--- config.mk ---
export PLATFORM = sky130hd
export DESIGN_NAME = pkt_rr_scheduler
export DESIGN_NICKNAME = d
export VERILOG_FILES = /design/src/rtl/pkt_rr_scheduler.sv
export SDC_FILE = /design/constraint.sdc
export NUM_CORES = 1
export LEC_CHECK = 0
export CORE_ASPECT_RATIO = 2
export CORE_MARGIN = 5
export CORE_UTILIZATION = 41
export CTS_CLUSTER_DIAMETER = 120
export DETAILED_ROUTE_END_ITERATION = 10
export PLACE_DENSITY = 0.9
export SYNTH_ARGS = -nofsm -noshare
export SYNTH_HDL_FRONTEND = slang
export SYNTH_SLANG_ARGS = --single-unit
--- constraint.sdc ---
create_clock -name clk -period 7.2 [get_ports clk]
set_input_delay 1.44 -clock clk [delete_from_list [all_inputs] [get_ports clk]]
set_output_delay 1.44 -clock clk [all_outputs]
set_load 0.02 [all_outputs]
--- src/rtl/pkt_rr_scheduler.sv ---
// Packet-level round-robin scheduler: grants one engine at a time, forwards its
// whole header+payload packet to a single output stream, then rotates priority.
module pkt_rr_scheduler #(
    parameter int NUM_ENG    = 2,
    parameter int SEL_W      = 2,
    parameter int DATA_WIDTH = 64,
    parameter int LEN_WIDTH  = 16,
    parameter int CNT_WIDTH  = 16
) (
    input  logic                          clk,
    input  logic                          reset,
    input  logic [NUM_ENG-1:0]            in_valid,
    input  logic [NUM_ENG*DATA_WIDTH-1:0] in_data,
    output logic [NUM_ENG-1:0]            in_ready,
    output logic                          out_valid,
    output logic [DATA_WIDTH-1:0]         out_data,
    output logic                          out_last,
    output logic [SEL_W-1:0]              out_sel,
    input  logic                          out_ready,
    output logic                          busy,
    output logic [CNT_WIDTH-1:0]          pkt_count
);

    typedef enum logic [1:0] {
        ST_IDLE,
        ST_HEADER,
        ST_PAYLOAD
    } state_t;

    state_t                r_state;
    logic [SEL_W-1:0]      r_grant;
    logic [SEL_W-1:0]      r_last_grant;
    logic [LEN_WIDTH:0]    r_beats_left;
    logic [CNT_WIDTH-1:0]  r_pkt_count;

    logic                  w_active;
    logic                  w_grant_valid;
    logic [DATA_WIDTH-1:0] w_grant_data;
    logic [LEN_WIDTH-1:0]  w_len;
    logic [LEN_WIDTH:0]    w_hdr_beats;
    logic [SEL_W-1:0]      w_pick;
    logic                  w_fire;
    logic                  w_done;

    // NOTE: every signal driven from always_comb gets a default first, so no
    // path through the block can leave it unassigned and infer a latch.
    always_comb begin
        w_grant_valid = 1'b0;
        w_grant_data  = '0;
        for (int i = 0; i < NUM_ENG; i++) begin
            if (r_grant == SEL_W'(i)) begin
                w_grant_valid = in_valid[i];
                w_grant_data  = in_data[i*DATA_WIDTH +: DATA_WIDTH];
            end
        end
    end

    // Scan last_grant+1, +2, ... ; descending k lets the nearest requester win.
    always_comb begin
        w_pick = r_last_grant;
        for (int k = NUM_ENG; k >= 1; k--) begin
            for (int i = 0; i < NUM_ENG; i++) begin
                if (r_last_grant == SEL_W'(i) && in_valid[(i + k) % NUM_ENG]) begin
                    w_pick = SEL_W'((i + k) % NUM_ENG);
                end
            end
        end
    end

    // One extra bit keeps len = 2^LEN_WIDTH-1 from wrapping when rounding up.
    assign w_len       = w_grant_data[LEN_WIDTH-1:0];
    assign w_hdr_beats = ({1'b0, w_len} + (LEN_WIDTH+1)'(7)) >> 3;

    assign w_active  = (r_state != ST_IDLE);
    assign out_valid = !reset && w_active && w_grant_valid;
    assign out_last  = !reset &&
                       (((r_state == ST_HEADER)  && (w_hdr_beats == '0)) ||
                        ((r_state == ST_PAYLOAD) && (r_beats_left == (LEN_WIDTH+1)'(1))));
    assign out_data  = w_active ? w_grant_data : '0;
    assign out_sel   = r_grant;
    assign busy      = w_active;
    assign pkt_count = r_pkt_count;
    assign w_fire    = out_valid && out_ready;
    assign w_done    = w_fire && out_last;

    always_comb begin
        in_ready = '0;
        for (int i = 0; i < NUM_ENG; i++) begin
            if (!reset && w_active && (r_grant == SEL_W'(i))) begin
                in_ready[i] = out_ready;
            end
        end
    end

    // NOTE: state registers use non-blocking assignments so every register
    // samples pre-edge values; the completion update below overrides the case.
    always_ff @(posedge clk) begin
        if (reset) begin
            r_state      <= ST_IDLE;
            r_grant      <= '0;
            r_last_grant <= SEL_W'(NUM_ENG - 1);
            r_beats_left <= '0;
            r_pkt_count  <= '0;
        end else begin
            case (r_state)
                ST_IDLE: begin
                    if (|in_valid) begin
                        r_grant <= w_pick;
                        r_state <= ST_HEADER;
                    end
                end
                ST_HEADER: begin
                    if (w_fire && !w_done) begin
                        r_beats_left <= w_hdr_beats;
                        r_state      <= ST_PAYLOAD;
                    end
                end
                ST_PAYLOAD: begin
                    if (w_fire) begin
                        r_beats_left <= r_beats_left - (LEN_WIDTH+1)'(1);
                    end
                end
                default: r_state <= ST_IDLE;
            endcase

            if (w_done) begin
                r_last_grant <= r_grant;
                r_pkt_count  <= r_pkt_count + CNT_WIDTH'(1);
                r_state      <= ST_IDLE;
            end
        end
    end

endmodule
==> Implementation_results.wiki <==
{| class="wikitable"
! Metric !! Value
|-
| Leakage power || approximately 2.2 nW
|-
| Number of buffers and inverters on the critical path || 3
|-
| Min Clock Period, post-route || roughly 5.7 ns
|-
| End point of the worst hold path || r_beats_left[14]
|-
| Utilization after layout || 70.0%
|-
| Final GP Congestion || between 0.9 and 1
|-
| Sequential area share after synthesis || 21.5%
|-
| Hold Buf Count CTS || 0
|-
| Launch instance of the worst min-delay path || r_beats_left[14]
|-
| Largest fanout on the critical path || 11
|-
| Syn nets || 633
|-
| Launch point of the worst reg-to-reg path || out_sel[0]
|-
| Proportion of synthesized flip-flops having asynchronous set or reset || 0%
|-
| Buffers on Ports || 219
|-
| Areal power density over the cells || 137 nW/um2
|-
| TritonCTS Sinks || 39
|-
| Slew margin rel. || 16.1%
|-
| Post-synthesis share of cell area spent on and, or, nand and nor gates || a little under a third
|-
| Share of synthesized area spent on multiplexers || between 20% and 30%
|-
| Overflow after GRT || 0
|-
| Half-perimeter wire length of the detailed placement result || 12,100 um
|-
| Post-Route Setup TNS || 0 ns
|-
| Wire per inst || 18.5 um
|-
| Post-CTS Setup Bufs || 0
|-
| CP arrival || 4.25 ns
|-
| Syn Inst Count || between 400 and 500
|-
| Clock edge transition at the registers on the reported setup and hold paths || 0.06 ns
|-
| Skew-Pair Late Insertion Delay || 0.29 ns
|-
| Adder-cell share of the synthesized area || 1.03%
|-
| Inserted Clock Buffers || 5
|-
| Number of DRC markers in iteration 0 || ~290
|-
| Largest net degree at the start of global routing || 58
|-
| TritonCTS clock tree || done
|-
| Die Ht || between 100 and 150 um
|-
| Number of distinct library cells after synthesis || 56
|-
| Worst Hold Path Cells || 1
|-
| Cell-by-cell trace of the critical path || clkdlybuf4s50_1 -> mux2i_1 -> nor4_1 -> buf_4 -> and2_1 -> a31oi_1 -> nor4b_4 -> nand2_1 -> nand2_1 -> clkdlybuf4s50_1
|-
| Kind of cell with the highest combined delay on the critical path || buffers and inverters
|-
| Final clock period utilization by the worst path || 79.0%
|-
| Vias in the first global route || 4,679
|-
| Fraction of final layout cells with drive strength greater than 1 || 6.03%
|-
| Initial cell density of the core || 42.0%
|-
| Final setup skew || 0.00763 ns
|-
| Detail-routed via count per cell || 5.87
|-
| Setup violators final || 0
|-
| Xor/xnor cell area share of the yosys netlist || 2.89%
|-
| Number of buffers between clock root and the deepest sink || 2
|-
| Startpoint type of the worst setup path || input port
|-
| Global-route wire length before repair || 22,700 um
|-
| Actual slew at the worst max-slew pin || about 1.3 ns
|-
| Class of the tightest hold or removal check || flip-flop to flip-flop
|-
| Routed wire length || 14,800 um
|-
| Global Route Usage Sum || 25.5%
|-
| Cell area after synthesis || 3630 um2
|-
| RSZ-0062 raised after global routing || false
|-
| Horizontal die dimension || 76.5 um
|-
| Max stage delay on crit path || 0.63 ns
|-
| Root Driver || sky130_fd_sc_hd__clkbuf_16
|-
| DR pass1 iterations || 5
|-
| Cell with the largest stage delay on the worst path || sky130_fd_sc_hd__clkdlybuf4s50_1
|-
| Top achievable clock speed || approximately 180 MHz
|-
| Synth Area in Compound Gates || 17.8%
|-
| Average size of a mapped cell || approximately 7.3 um2
|-
| Warnings, synthesis || 0
|-
| Count of antenna diodes in the layout || 0
|-
| Launching instance or port of the critical path || in_data[67]
|-
| Status || completed
|-
| Maxcap violations || 0
|-
| Core area || approximately 8600 um2
|-
| Final Hold Vio Count || 0
|-
| Capturing point of the worst reg2reg path || r_beats_left[6]
|-
| Length in cells of the worst reg-to-reg path || 10
|-
| Layout area overhead || 66.7%
|-
| Seq cells post-synth || 39
|-
| Post-layout net count || 832
|-
| Remaining routing DRC violations || 0
|-
| Standard-cell rows || 48
|-
| Antenna violations before repair || 0
|-
| CTS H-Tree Depth || 2
|-
| Number of nets with antenna violations after routing || 0
|-
| Worst Setup Path Type || input port to output pin
|-
| Critical path endpoint category || output pin
|-
| Die area || 11,000 um2
|-
| Data required, critical path || between 5 and 6 ns
|-
| Combinational family with the most area after synthesis || simple AND/OR/NAND/NOR gates
|-
| # resized after CTS || 0
|-
| Max-slew violation total from the final report || 0
|-
| Number of enable-type register cells in the synthesized netlist || 0
|-
| Via Count || 4,678
|-
| R2R setup slack || 3.53 ns
|-
| Primary flip-flop cell chosen by synthesis mapping || sky130_fd_sc_hd__dfxtp_1
|-
| IO Pins || 220
|-
| Max VDD drop || roughly 0.11 mV
|}
## routing by layer
| metal | track usage [%] | part of all wire, % |
|---|---|---|
| met5 | 0 | 0 |
| met4 | 14.0 | 5.0 |
| met3 | 8.59 | 11 |
| met2 | 45.0 | 49 |
| met1 | 26.2 | 35 |
## layout by cell type (no fill, tap or decap), drive strengths merged, types with 4 or more instances in the layout
master           n
clkbuf           6
nand2           36
or2             11
xnor2            4
o311ai           5
and3             7
nor2            99
or3              4
nand3           17
buf              8
a31oi            6
o211ai           9
a32o             4
mux2i           66
a21oi           21
or4              4
o41ai            5
xor2             8
inv              6
nand4            5
mux2             6
o21ai           23
clkdlybuf4s50  219
nor4            10
dfxtp           39
nor3            18
nor2b            9
## through the flow
step                      area [um2]  hold slack (ns)  total power, mW  std cells  worst slack (ns)
final                           6050            0.466            0.831        797              1.51
after global routing            6050            0.495            0.862        797              1.23
after CTS                       6050            0.470            0.834        797              1.52
after detailed placement        5880            0.455            0.564        789              1.53
after global placement          5880            0.442            0.557        789              1.53
after floorplan                 3630            0.424            0.392        497              2.70
## flip-flops by register name, summed over array words and instances (netlist names)
signal        cells
r_beats_left     17
pkt_count        16
out_sel           2
r_last_grant      2
r_state           2
## kinds of logic after synthesis
logic type      Yosys count
mux                      72
compound gates           96
xor+xnor                 12
fa+ha+maj                 3
simple gates            234
buf+inv                  41
flops                    39
## worst register-to-register path: cells and delay by family, from the launching register on
kind / cells / cell delay (ns)
flip-flops: 1 / 0.74
buffers and inverters: 2 / 0.54
XOR/XNOR: 1 / 0.25
AO/OA/AOI/OAI: 4 / 1.21
AND/OR/NAND/NOR: 2 / 0.58
multiplexers: 1 / 0.25
## layout make-up
cell class	instances	area, um2
Multi-Input combinational cell	417	2690
Clock buffer	6	139
Inverter	6	22.5
Tap cell	100	125
Timing Repair Buffer	227	2250
Sequential cell	39	785
Fill cell	691	2590
Clock inverter	2	38.8
## where the power goes
part	total (mW)	switching, mW	internal (mW)
clock	0.270	0.0962	0.174
combinational	0.331	0.160	0.171
sequential	0.229	0.0111	0.218
total	0.831	0.267	0.564
## synthesized netlist by cell type (8+ instances only)
library cell | count | area share (%)
sky130_fd_sc_hd__nor4_1 | 9 | 1.6
sky130_fd_sc_hd__o211ai_1 | 9 | 1.9
sky130_fd_sc_hd__nor3_1 | 18 | 2.5
sky130_fd_sc_hd__nor2b_1 | 9 | 1.6
sky130_fd_sc_hd__nand2_1 | 35 | 3.6
sky130_fd_sc_hd__nor2_1 | 99 | 10
sky130_fd_sc_hd__clkbuf_1 | 20 | 2.1
sky130_fd_sc_hd__xor2_1 | 8 | 1.9
sky130_fd_sc_hd__nand3_1 | 17 | 2.3
sky130_fd_sc_hd__dfxtp_1 | 39 | 22
sky130_fd_sc_hd__mux2i_1 | 66 | 18
sky130_fd_sc_hd__a21oi_1 | 21 | 2.9
sky130_fd_sc_hd__or2_2 | 11 | 1.9
sky130_fd_sc_hd__o21ai_0 | 23 | 3.2
## worst max-delay path by stage
stage                     endpoint  slack [ns]  cells past startpoint
after floorplan           out_last        2.70                      7
after global placement    out_last        1.53                      9
after detailed placement  out_last        1.53                     10
after CTS                 out_last        1.52                      9
after global routing      out_last        1.23                     10
final                     out_last        1.51                     10
(Power assumes the default switching activity.)
==> variant 1, RTL diff (same settings) <==
Set the parameter `NUM_ENG` to 4 (it was 2).
--- a/src/rtl/pkt_rr_scheduler.sv
+++ b/src/rtl/pkt_rr_scheduler.sv
@@ -3,3 +3,3 @@
 module pkt_rr_scheduler #(
-    parameter int NUM_ENG    = 2,
+    parameter int NUM_ENG    = 4,
     parameter int SEL_W      = 2,
Interface: changed (resized in_data, in_ready and in_valid); port bits go from 220 to 352. No check against the original RTL was run, so the function may have changed too.
==> variant 1 against the unedited design <==
Design area grew 39%; wire length grew 67%; largest power group unchanged; critical endpoint unchanged; sequential cell count stayed put; synthesized cell count is 0.60% higher; worst setup slack got worse by 0.37 ns; die area is 26% higher; area after synthesis rose by 29%; sequential power increased by 7%; register-to-register slack worse by 0.26 ns; core utilization is 4.9 points higher; power increased by 29%; highest routed layer unchanged.
==> variant 1: results (changes against the unedited design) <==
** Yosys
- The number of distinct library cells after synthesis came to 64 (was 56).
- Synth top cells by count :: sky130_fd_sc_hd__and2_1, sky130_fd_sc_hd__mux4_2, sky130_fd_sc_hd__nor2_1 (was sky130_fd_sc_hd__nor2_1, sky130_fd_sc_hd__mux2i_1, sky130_fd_sc_hd__dfxtp_1)
- Largest cells by area after synthesis :: sky130_fd_sc_hd__mux4_2, sky130_fd_sc_hd__dfxtp_1, sky130_fd_sc_hd__and2_1 (was sky130_fd_sc_hd__dfxtp_1, sky130_fd_sc_hd__mux2i_1, sky130_fd_sc_hd__nor2_1)
- The post-synthesis cell count is 500 (was 497).
- Netlist Area Pre-Place :: 4670 sq um (was 3630 sq um)

** Routing
- The number of vias per cell after detailed routing is 6.01 (was 5.87).
- The starting DRC count in detailed routing is 664 (was 293).
- Routed met3 length :: 2.64 mm (was 1.66 mm)
- The final routed wirelength across all metal layers came to 24.6 mm (was 14.8 mm).
- The routed metal-1 wirelength was 8.88 mm (was 5.11 mm).

** Finish
- Final Instance Area :: 8400 sq um (was 6050 sq um)
- The multi-input combinational area share came to 0.435 (was 0.445).
- The area taken by flip-flops and latches came to 788 sq um (was 785 sq um).
- Number of standard cells in the final layout excluding fillers :: 969 (was 797)
- Number of combinational gates with multiple inputs :: 408 (was 417)
- The fraction of final layout cells sized beyond drive strength 1 was 0.119 (was 0.0603).
- Signal buf overhead :: 0.423 (was 0.372)

** GRT
- The first-pass GRT wire length is 36.0 mm (was 22.7 mm).
- Number of global-route vias before repair :: 5977 (was 4679)
- The total routing resource utilization after global routing came to 0.347 (was 0.255).
- The met1 usage came to 0.424 (was 0.262).
- The met3 track demand over resource in global routing was 0.0832 (was 0.0859).
- The initial antenna violation count is 1 (was 0).

** Place
- Area after detailed placement :: 8220 sq um (was 5880 sq um)
- The HPWL after detailed placement came to 20.8 mm (was 12.1 mm).
- The port buffer count was 351 (was 219).
- Setup WS pre-CTS :: 1.24 ns (was 1.53 ns)

** Worst setup path
- The slack of the worst reg-to-reg path is 3.27 ns (was 3.53 ns).
- The reg-to-reg critical path endpoint is r_beats_left[11]$_SDFFE_PP0P_ (was r_beats_left[6]$_SDFFE_PP0P_).
- The maximum fanout count along the critical path came to 9 (was 11).
- The source of the critical timing path is in_data[70] (was in_data[67]).
- Cells on worst reg2reg path :: 8 (was 10)

** Timing
- Final worst hold slack :: 0.486 ns (was 0.466 ns)
- The transition time at the pin with the least slew margin was 0.949 ns (was 1.26 ns).
- The maximum frequency from static timing analysis is 165 MHz (was 176 MHz).
- The setup clock skew after layout was 0.00676 ns (was 0.00763 ns).

** Outcome
- Run status :: finished, final reports clean (unchanged)

** Min path
- The worst hold path cell count is 2 (was 1).
- The sink of the worst hold path was r_beats_left[1]$_SDFFE_PP0P_ (was r_beats_left[14]$_SDFFE_PP0P_).

** Pwr
- Worst vdd rail ir drop :: 121 uV (was 108 uV)
- Net Sw Frac :: 0.341 (was 0.321)
- Total leakage power :: 2.89 nW (was 2.18 nW)
variant 1: cell count changes after synthesis, sizes merged, moves of 5 or more:
cell and delta:
o22ai +6, mux4 +65, xnor2 +10, inv +10
o211ai -7, and2 +60, o21ai -12, or2 -8
mux2i -60, and3 -5, nor2 -49, nand2 -10
variant 1: power groups by stage:
stage | logic (mW) | registers, mW | clock network [mW]
5_1_grt | 0.594 | 0.249 | 0.268
3_3_place_gp | 0.554 | 0.249 | 0
2_1_floorplan | 0.292 | 0.228 | 0
4_1_cts | 0.563 | 0.245 | 0.259
6_report | 0.569 | 0.245 | 0.261
3_5_place_dp | 0.561 | 0.250 | 0
variant 1: cell families (layout without fill, tap and decap cells):
group	after synthesis	count (layout)	share of synthesized area
mux	80	80	0.354
compound gates	76	76	0.116
other cells	0	1	0
simple gates	231	231	0.270
fa+ha+maj	3	3	0.00804
xor+xnor	18	18	0.0338
flops	39	39	0.167
buf+inv	53	379	0.0504
==> variant 2, RTL diff (same settings) <==
Made on the original files. Put one more register stage on the output `pkt_count`, cleared by the reset. The value now appears one clock later. The other outputs are not delayed to match.
--- a/src/rtl/pkt_rr_scheduler.sv
+++ b/src/rtl/pkt_rr_scheduler.sv
@@ -81,3 +81,9 @@
     assign busy      = w_active;
-    assign pkt_count = r_pkt_count;
+    always_ff @(posedge clk) begin
+        if (reset) begin
+            pkt_count <= '0;
+        end else begin
+            pkt_count <= r_pkt_count;
+        end
+    end
     assign w_fire    = out_valid && out_ready;
Check against the original RTL: not equivalent (a bounded check fails within 4 cycles, from zero or initial values and one cycle with reset high).
==> variant 2 against the unedited design <==
Die area increased by 9.5%; sequential share of layout area increased by 4.3 points; worst setup slack got worse by 0.25 ns; design area grew 6.0%; synthesized cell count rose by 1.6%; via count fell by 1.8%; global-route usage decreased by 1.1 points; wire length up 1.6%; sequential cell count is 16 higher; power is 9.5% higher; critical path depth shrank 1; area after synthesis grew 11%; first-iteration DRC count is 8.5% lower; hold slack better by 0.025 ns; critical path type unchanged; critical endpoint unchanged; largest cell class unchanged; highest routed layer unchanged.
==> variant 2: results (changes against the unedited design) <==
** Worst setup path
- The category of cells accounting for the largest share of critical-path delay was compound AO/OA/AOI/OAI gates (was buffers and inverters).
- The cell with the biggest individual delay on the critical path is sky130_fd_sc_hd__a211oi_1 (was sky130_fd_sc_hd__clkdlybuf4s50_1).

** Yosys
- Synth top cells by count :: sky130_fd_sc_hd__nor2_1, sky130_fd_sc_hd__mux2i_1, sky130_fd_sc_hd__dfxtp_1 (unchanged)
- Largest cells by area after synthesis: sky130_fd_sc_hd__dfxtp_1, sky130_fd_sc_hd__mux2i_1, sky130_fd_sc_hd__nor2_1 (unchanged).
- The number of distinct library cells after synthesis is 63 (was 56).
- The post-synthesis compound-gate area fraction was 0.130 (was 0.178).

** Routing
- Routed met3 length :: 1.01 mm (was 1.66 mm)
- The number of vias per cell after detailed routing came to 5.51 (was 5.87).

** Finish
- The total number of sequential cells is 55 (was 39).
- The final-layout clock buffer total was 5 (was 6).
- Buffer count excluding the clock tree in the final layout :: 223 (was 227)
- The total non-filler cell area in the finished layout came to 6420 sq um (was 6050 sq um).
- The net total in the final layout came to 837 (was 832).
- Inverters :: 4 (was 6)
- The relative area of clock buffers and inverters in the final design is 0.0244 (was 0.0294).
- Share of final-layout standard cells stronger than drive strength 1 :: 0.0541 (was 0.0603)
- Number of combinational gates with multiple inputs :: 412 (was 417)

** Pwr
- Total leakage power :: 2.36 nW (was 2.18 nW)
- Net switching power figure :: 0.296 mW (was 0.267 mW)

** Outcome
- Run status: finished, final reports clean (unchanged).

** CTS
- CTS clock-pin slew for the worst setup and hold paths :: 0.08 ns (was 0.06 ns)

** GRT
- Met3 track demand over resource in global routing :: 0.0464 (was 0.0859)
- The first-pass GRT wire length came to 22.9 mm (was 22.7 mm).
- Global routing met1 resource utilization :: 0.246 (was 0.262)

** Timing
- The setup clock skew after layout is 0.0101 ns (was 0.00763 ns).
==> variant 2: cell count changes in the layout (fill, tap and decap cells not counted), moves of 5 or more <==
| cell | before | now |
|---|---|---|
| sky130_fd_sc_hd__nand3b_1 | 2 | 9 |
| sky130_fd_sc_hd__nor2b_1 | 9 | 19 |
| sky130_fd_sc_hd__nor4_1 | 9 | 3 |
| sky130_fd_sc_hd__dfxtp_1 | 38 | 54 |
| sky130_fd_sc_hd__nand2_1 | 35 | 28 |
| sky130_fd_sc_hd__o211ai_1 | 9 | 4 |
| sky130_fd_sc_hd__o311ai_0 | 5 | 0 |
| sky130_fd_sc_hd__a21oi_1 | 21 | 11 |
| sky130_fd_sc_hd__mux2i_1 | 66 | 71 |
| sky130_fd_sc_hd__nor3b_1 | 0 | 6 |
